File: config.mk
export PLATFORM = sky130hd
export DESIGN_NAME = display_buffer_ctrl_flat
export DESIGN_NICKNAME = d
export VERILOG_FILES = /design/src/rtl/display_buffer_ctrl_if.sv /design/src/rtl/display_buffer_ctrl.sv /design/src/flat_wrapper.sv
export SDC_FILE = /design/constraint.sdc
export NUM_CORES = 2
export LEC_CHECK = 0
export BUFFER_PORTS_ARGS = -buffer_cell sky130_fd_sc_hd__buf_2
export CORE_UTILIZATION = 35
export DETAILED_ROUTE_END_ITERATION = 16
export GPL_ROUTABILITY_DRIVEN = 0
export HOLD_SLACK_MARGIN = 0.02
export SYNTH_ARGS = -nofsm -noshare
export SYNTH_HDL_FRONTEND = slang
export SYNTH_SLANG_ARGS = --single-unit
File: constraint.sdc
create_clock -name clk -period 20.5 [get_ports clk]
set_input_delay 1.025 -clock clk [delete_from_list [all_inputs] [get_ports clk]]
set_output_delay 1.025 -clock clk [all_outputs]
set_load 0.1 [all_outputs]
File: src/rtl/display_buffer_ctrl_if.sv
// Request channel from the stack calculator core to the display buffer controller.
// The master drives a request and holds it until the slave raises req_ready.
interface display_buffer_ctrl_if;
  logic       req_valid;
  logic       req_ready;
  logic [1:0] req_cmd;
  logic [3:0] req_code;

  modport master (
    output req_valid,
    output req_cmd,
    output req_code,
    input  req_ready
  );

  modport slave (
    input  req_valid,
    input  req_cmd,
    input  req_code,
    output req_ready
  );
endinterface

File: src/rtl/display_buffer_ctrl.sv
// Shadow/displayed symbol buffer controller for the VGA text picture generator.
// Edits land in a shadow buffer that is copied to the displayed buffer at the start of vblank.
module display_buffer_ctrl #(
  parameter int unsigned MAX_SYMBOLS = 96,
  parameter int unsigned CNT_W       = 7,
  parameter logic [3:0]  BLANK_CODE  = 4'hF
) (
  input  logic                     clk,
  input  logic                     reset,
  display_buffer_ctrl_if.slave     req,
  input  logic                     vblank,
  output logic [4*MAX_SYMBOLS-1:0] numbers,
  output logic [CNT_W-1:0]         count,
  output logic                     full,
  output logic                     dirty
);

  localparam int unsigned        BufW     = 4 * MAX_SYMBOLS;
  localparam logic [CNT_W-1:0]   MaxCnt   = CNT_W'(MAX_SYMBOLS);
  localparam logic [CNT_W-1:0]   LastIdx  = CNT_W'(MAX_SYMBOLS - 1);
  localparam logic [BufW-1:0]    BlankBuf = {MAX_SYMBOLS{BLANK_CODE}};
  localparam logic [1:0]         CmdAppend    = 2'b00;
  localparam logic [1:0]         CmdBackspace = 2'b01;
  localparam logic [1:0]         CmdClear     = 2'b10;

  typedef enum logic [1:0] {StIdle, StClear, StCommit} state_e;

  state_e           state_q, state_d;
  logic [BufW-1:0]  shadow_q, shadow_d;
  logic [BufW-1:0]  numbers_q, numbers_d;
  logic [CNT_W-1:0] count_q, count_d;
  logic [CNT_W-1:0] idx_q, idx_d;
  logic             dirty_q, dirty_d;
  logic             pending_q, pending_d;
  logic             vblank_q;
  logic             rise;
  logic             accept;
  logic [CNT_W+1:0] slot_sel;

  assign rise = vblank & ~vblank_q;

  // A qualifying vblank rise wins over a request presented in the same cycle.
  assign req.req_ready = ~reset & (state_q == StIdle) & ~(rise & dirty_q);
  assign accept        = req.req_valid & req.req_ready;

  always_comb begin
    state_d   = state_q;
    shadow_d  = shadow_q;
    numbers_d = numbers_q;
    count_d   = count_q;
    idx_d     = idx_q;
    dirty_d   = dirty_q;
    pending_d = pending_q;
    slot_sel  = '0;

    unique case (state_q)
      StIdle: begin
        if (rise && dirty_q) begin
          state_d = StCommit;
        end else if (accept) begin
          case (req.req_cmd)
            CmdAppend: begin
              if (count_q < MaxCnt) begin
                slot_sel               = {count_q, 2'b00};
                shadow_d[slot_sel +: 4] = req.req_code;
                count_d                = count_q + 1'b1;
                dirty_d                = 1'b1;
              end
            end
            CmdBackspace: begin
              if (count_q != '0) begin
                slot_sel               = {count_q - 1'b1, 2'b00};
                shadow_d[slot_sel +: 4] = BLANK_CODE;
                count_d                = count_q - 1'b1;
                dirty_d                = 1'b1;
              end
            end
            CmdClear: begin
              state_d = StClear;
              idx_d   = '0;
            end
            default: ;
          endcase
        end
      end

      StClear: begin
        slot_sel               = {idx_q, 2'b00};
        shadow_d[slot_sel +: 4] = BLANK_CODE;
        if (rise) pending_d = 1'b1;
        if (idx_q == LastIdx) begin
          count_d   = '0;
          dirty_d   = 1'b1;
          pending_d = 1'b0;
          // A rise seen while clearing is serviced before any new request.
          state_d   = (pending_q || rise) ? StCommit : StIdle;
        end else begin
          idx_d = idx_q + 1'b1;
        end
      end

      StCommit: begin
        numbers_d = shadow_q;
        dirty_d   = 1'b0;
        state_d   = StIdle;
      end

      default: state_d = StIdle;
    endcase
  end

  always_ff @(posedge clk or posedge reset) begin
    if (reset) begin
      state_q   <= StIdle;
      shadow_q  <= BlankBuf;
      numbers_q <= BlankBuf;
      count_q   <= '0;
      idx_q     <= '0;
      dirty_q   <= 1'b0;
      pending_q <= 1'b0;
      vblank_q  <= 1'b0;
    end else begin
      state_q   <= state_d;
      shadow_q  <= shadow_d;
      numbers_q <= numbers_d;
      count_q   <= count_d;
      idx_q     <= idx_d;
      dirty_q   <= dirty_d;
      pending_q <= pending_d;
      vblank_q  <= vblank;
    end
  end

  assign numbers = numbers_q;
  assign count   = count_q;
  assign full    = (count_q == MaxCnt);
  assign dirty   = dirty_q;

endmodule

File: src/flat_wrapper.sv
// flat-port wrapper written by rule: the top's interface ports become plain ports
module display_buffer_ctrl_flat 
#(
  parameter int unsigned MAX_SYMBOLS = 96,
  parameter int unsigned CNT_W       = 7,
  parameter logic [3:0]  BLANK_CODE  = 4'hF
)
  (clk, reset, vblank, numbers, count, full, dirty, req_req_valid, req_req_cmd, req_req_code, req_req_ready);
  display_buffer_ctrl_if req_i ();
  input  logic clk;
  input  logic reset;
  input  logic vblank;
  output logic [4*MAX_SYMBOLS-1:0] numbers;
  output logic [CNT_W-1:0] count;
  output logic full;
  output logic dirty;
  input wire logic [$bits(req_i.req_valid)-1:0] req_req_valid;
  input wire logic [$bits(req_i.req_cmd)-1:0] req_req_cmd;
  input wire logic [$bits(req_i.req_code)-1:0] req_req_code;
  output wire logic [$bits(req_i.req_ready)-1:0] req_req_ready;
  assign req_i.req_valid = req_req_valid;
  assign req_i.req_cmd = req_req_cmd;
  assign req_i.req_code = req_req_code;
  assign req_req_ready = req_i.req_ready;
  display_buffer_ctrl #(.MAX_SYMBOLS(MAX_SYMBOLS), .CNT_W(CNT_W), .BLANK_CODE(BLANK_CODE)) u_core (.clk(clk), .reset(reset), .req(req_i), .vblank(vblank), .numbers(numbers), .count(count), .full(full), .dirty(dirty));
endmodule
Word level (Yosys, flattened, before mapping)

Cells that the tools add are included.

Register bits after elaboration: 787
Input bits: 10
Word-level logic and storage cells: 95
Output and inout port bits: 394

Muxes and demuxes: 36
Bitwise gates (word level): 8
Shifts and indexed selects: 6
Equal/unequal tests: 16
Add/sub/neg operators: 6
Order comparisons: 1
Reduce and logical (&&, ||, !) cells: 14

Operators with widths:

| kind                        | number |
|---|---|
| $mux W384                   | 4 |
| $pmux W384 S2               | 2 |
| $bwmux W384                 | 3 |
| $shift A4 B11 Y384 const A  | 3 |
| $shiftx A4 B11 Y384 const A | 2 |
| $shiftx A4 B11 Y384         | 1 |
| $mux W7                     | 9 |
| $pmux W7 S2                 | 3 |
| $neg A9 Y11                 | 3 |
| $add A7 B1 Y7 const B       | 2 |
| $eq A7 B7 Y1 const B        | 2 |
| $reduce_and A7 Y1           | 2 |
| $ne A3 B3 Y1 const B        | 4 |
| $mux W2                     | 5 |
| $lt A7 B7 Y1 const B        | 1 |
| $mux W1                     | 7 |
| $reduce_bool A7 Y1          | 1 |
| $sub A7 B1 Y7 const B       | 1 |
| $ne A2 B2 Y1 const B        | 3 |
| $reduce_and A6 Y1           | 1 |
| $and A1 B1 Y1               | 5 |
| $reduce_and A5 Y1           | 1 |
| $eq A2 B1 Y1 const B        | 2 |
| $eq A2 B2 Y1 const B        | 2 |
| other kinds (13)            | 18 |

Longest topological paths before layout

Depth after elaboration: 9
Depth in mapped cells: 14
Mapped depth without buffers: 9

Worst setup path after synthesis

OpenSTA, ideal clock, no wires.

Kind: input-to-output
Start point: input port reset
End point: output port req_req_ready
Buffers on the path: 0
Cell stages on the path: 2
Required time: 19.475 ns
Data arrival time: 18.678 ns
Slack: 0.797 ns
Cell sequence: inv_1 -> and3_1

Longest elaborated chain between the ends: 3

Ends and longest elaborated chain:

| item                       | RTL line                  | text |
|---|---|---|
| start: declaration         | flat_wrapper.sv:11        | `input logic reset;` |
| $not A1 Y1                 | display_buffer_ctrl.sv:43 | `assign req.req_ready = ~reset & (state_q == StIdle) & ~(rise & dirty_q);` |
| $and A1 B1 Y1 (2 in a row) | display_buffer_ctrl.sv:43 |  |
| end: declaration           | flat_wrapper.sv:20        | `output wire logic [$bits(req_i.req_ready)-1:0] req_req_ready;` |

No other way between the ends.

Worst setup path after layout

Start point: register u_core.count_q[0] (netlist: u_core.count[0])
End point: register u_core.shadow_q[19]

Longest elaborated chain between the ends: 9
Elaborated cells between the ends (all ways): 20
Classes of those cells: add/sub: 3; order compare: 1; eq/ne: 2; shift: 4; mux: 8; reduce/logical: 2

Ends and longest elaborated chain:

| item                                                             | RTL line                   | text |
|---|---|---|
| start: declaration                                               | display_buffer_ctrl.sv:31  | `logic [CNT_W-1:0] count_q, count_d;` |
| start signal: assignment                                         | display_buffer_ctrl.sv:126 | `count_q <= count_d;` |
| $sub A7 B1 Y7                                                    | display_buffer_ctrl.sv:72  | `slot_sel = {count_q - 1'b1, 2'b00};` |
| $neg A9 Y11                                                      | display_buffer_ctrl.sv:73  | `shadow_d[slot_sel +: 4] = BLANK_CODE;` |
| $shiftx A4 B11 Y384 / $shift A4 B11 Y384 (equally long branches) | display_buffer_ctrl.sv:73  |  |
| $bwmux W384                                                      | display_buffer_ctrl.sv:73  |  |
| $mux W384                                                        | display_buffer_ctrl.sv:71  | `if (count_q != '0) begin` |
| $pmux W384 S2                                                    | display_buffer_ctrl.sv:61  | `case (req.req_cmd)` |
| $mux W384                                                        | display_buffer_ctrl.sv:60  | `end else if (accept) begin` |
| $mux W384                                                        | display_buffer_ctrl.sv:58  | `if (rise && dirty_q) begin` |
| $pmux W384 S2                                                    | display_buffer_ctrl.sv:56  | `unique case (state_q)` |
| end signal: assignment                                           | display_buffer_ctrl.sv:115 | `shadow_q <= BlankBuf;` |
| end signal: assignment                                           | display_buffer_ctrl.sv:124 | `shadow_q <= shadow_d;` |
| end: declaration                                                 | display_buffer_ctrl.sv:29  | `logic [BufW-1:0] shadow_q, shadow_d;` |

Parallel ways exist; a longest one is shown, timed or not. The select of a mux whose other input is x is not followed.
A chain may end at the register's enable or synchronous reset.

==> flow_metrics.py <==
metrics = {
    "run_status": {
        "status": "finished, violations left",
        "violations": "capacitance limit",
    },
    "finish": {
        "layout.nets": 3719,
        "drive_gt1_share_pct": 52.9,
        "area_delta_synth_final_pct": 17.0,
        "layout_commonest_cell": "dfstp_2",
        "layout_common_cells": "768 x dfstp_2, 502 x mux2_2, 404 x buf_2",
    },
    "clock_network": {
        "cts_setup_buffers": 0,
        "cts_tree": "built",
        "cts-resized-gates": 0,
        "cts_buffer_depth": 3,
        "clk_latency_ns": 0.67,
        "clk_pin_slew_ns": 0.07,
        "cts_num_sinks": 787,
        "cts_buffers": 86,
        "clk_root_buffer_cell": "clkbuf_16",
        "h-tree-depth": 3,
        "ctsHoldBuffers": 0,
    },
    "worst_setup_path": {
        "reg2reg_from": "u_core.count[0]$_DFFE_PP0P_",
        "path_cells": "inv_1 > ha_1 > and2_1 > nand3_1 > nand2_1 > mux2i_4 > buf_4 > a211oi_2 > nor4_1 > mux2_2",
        "cp-end-kind": "flop",
        "critPathBufInv": 2,
        "crit_type": "flop to flop",
        "crit_family": "simple AND/OR/NAND/NOR gates",
        "start_kind": "flop",
        "slowest_stage": "dfrtp_1",
        "critPathArrivalTime_ns": 5.70,
        "cpPeakStageDelay_ns": 0.79,
        "path_max_fanout": 40,
        "worstPathRequired_ns": 21.09,
        "cp-startpoint": "u_core.count[0]$_DFFE_PP0P_",
    },
    "global_route": {
        "grt_max_degree": 181,
        "grt_pass1_wl_mm": 214,
        "antenna_found_initial": 10,
        "track_usage_pct": 26.4,
        "grt_pass1_vias": 30152,
        "grt_overflow": 0,
    },
    "yosys": {
        "synthDistinctLibCells": 97,
        "synthCells": 3368,
        "synth_area_leader_cell": "dfstp_2",
        "synth-edff-count": 0,
        "ys.warnings.count": 0,
        "synth_top_cell_area_share_pct": 52.8,
        "syn_nets": 3390,
        "synth_flop_cell": "dfstp_2",
        "ys_async_sr_fraction_pct": 100,
        "syn-cell-area_um2": 38300,
        "synth.avg_cell_area_um2": 11.4,
        "synth_area_leaders": "dfstp_2 53%, mux2_2 15%, nand2_1 2.6%, clkbuf_1 2.1%, o21ai_0 2.1%",
        "yosys_register_bits": 787,
        "ys_seq_area_share_pct": 54.0,
    },
    "sta": {
        "finalSetupTns_ns": 0,
        "worstMarginPinSlew_ns": 1.49,
        "finalHoldViolations": 0,
        "fin_crit_sh_pct": 24.9,
        "rsz0062_at_grt": "no",
        "setup_viol": 0,
        "slew_violations": 0,
        "fin_crit_ns": 5.10,
        "relSlewSlack_pct": 0.166,
        "fin_skew_ns": 0.0283,
        "clock.fmax_mhz": 196,
    },
    "floorplanning": {
        "dieArea_um2": 111000,
        "rows": 120,
        "die_h_um": 333,
        "die_w_um": 333,
        "core_area_um2": 108000,
        "start_util_pct": 35.5,
        "io_pins": 404,
    },
    "worst_hold_path": {
        "hold_path.class": "flop to flop",
        "worstHoldStart": "u_core.shadow_q[321]$_DFFE_PP1P_",
    },
    "route": {
        "drt_iter0_drc": 4253,
        "ant_nets": 0,
        "routed_wl_mm": 149,
        "drc": 0,
        "routedWlPerCell_um": 28.9,
        "vias": 31475,
        "dr.pass1.iters": 9,
        "via_per_inst": 6.09,
    },
    "job": {
        "maxCapViolations": 1,
    },
    "place": {
        "port_buffers": 403,
        "place_hpwl_mm": 105,
    },
}
## worst register-to-register path, cell delays in order, from the launching register on
cell      delay, ns
dfrtp_1        0.79
inv_1          0.27
ha_1           0.58
and2_1         0.60
nand3_1        0.21
nand2_1        0.22
mux2i_4        0.39
buf_4          0.47
a211oi_2       0.30
nor4_1         0.78
mux2_2         0.42
## routing by layer
layer | vias up | wire length [um] | track usage, %
li1 | 13165 | - | -
met1 | 15657 | 57100 | 33.2
met2 | 2047 | 65300 | 39.8
met3 | 596 | 17600 | 9.24
met4 | 10 | 9400 | 13.7
met5 | - | 68 | 0
## path summary, 6_finish.rpt
| path | cells past startpoint | slack, ns | end |
|---|---|---|---|
| max in group asynchronous | 6 | 16.83 | u_core.numbers[24]$_DFFE_PP1N_ |
| worst min register to register | 2 | 0.47 | u_core.shadow_q[321]$_DFFE_PP1P_ |
| worst min-delay path | 2 | 0.47 | u_core.shadow_q[321]$_DFFE_PP1P_ |
| min in group asynchronous | 3 | 0.69 | u_core.dirty$_DFFE_PP0P_ |
| worst max-delay path | 10 | 15.40 | u_core.shadow_q[19]$_DFFE_PP1P_ |
| worst max register to register | 10 | 15.40 | u_core.shadow_q[19]$_DFFE_PP1P_ |
## flip-flops by register name, indices dropped and copies added (netlist names)
register	flops
u_core.dirty	1
u_core.count	7
u_core.pending_q	1
u_core.shadow_q	384
u_core.vblank_q	1
u_core.numbers	384
u_core.state_q	2
u_core.idx_q	7
## logic make-up (layout without fill, tap and decap cells)
group                      count (synthesis)  in the layout  synth area share (%)
and+or+nand+nor                          956            956                  12.4
adders and majority gates                 12             12                 0.392
muxes                                    540            540                  15.9
AOI/OAI and AO/OA                        774            774                  14.1
xor gates and xnor gates                  14             14                 0.370
DFF                                      787            787                  54.0
other                                      0              1                     0
buffers and inverters                    285            682                  2.92
## cells in the mapped netlist (22+ instances only)
master       n
a21oi_1    142
mux2_2     502
o211ai_1    45
nor2_1     205
or3_1       26
mux2_1      22
dfstp_2    768
inv_1       34
a2bb2oi_1   71
nand2_1    268
o311ai_0    25
or2_2       22
nor4_1      31
nand3_1     96
o31ai_1     25
a31oi_1     57
clkbuf_1   217
o21ai_0    159
nor3_1     125
o22a_1      88
nand4_1     58
## through the flow
stage | instances | cell area, um2 | hold WS (ns) | util (%) | setup WS [ns]
floorplan | 3368 | 38300 | 0.446 | - | 6.18
global placement | 5011 | 41900 | 0.462 | 38.9 | 15.58
detailed placement | 5012 | 41900 | 0.465 | 38.9 | 15.72
CTS | 5168 | 44800 | 0.468 | 41.6 | 15.69
global route | 5169 | 44800 | 0.482 | 41.6 | 15.27
finish | 5169 | 44800 | 0.473 | 41.6 | 15.40
## cell type report
class                      count  area, um2
antenna                        1       2.50
clock buffer                 122       2490
clock inverter                34        369
fill                       10198      62900
inverter                      34        131
multi-input combinational   2296      16700
sequential                   787      20700
tap                         1403       1760
timing repair buffer         492       2710
Power is left out: the tool's default activity adds up to more than one toggle a clock period on the data nets, which glitch-free logic cannot reach.
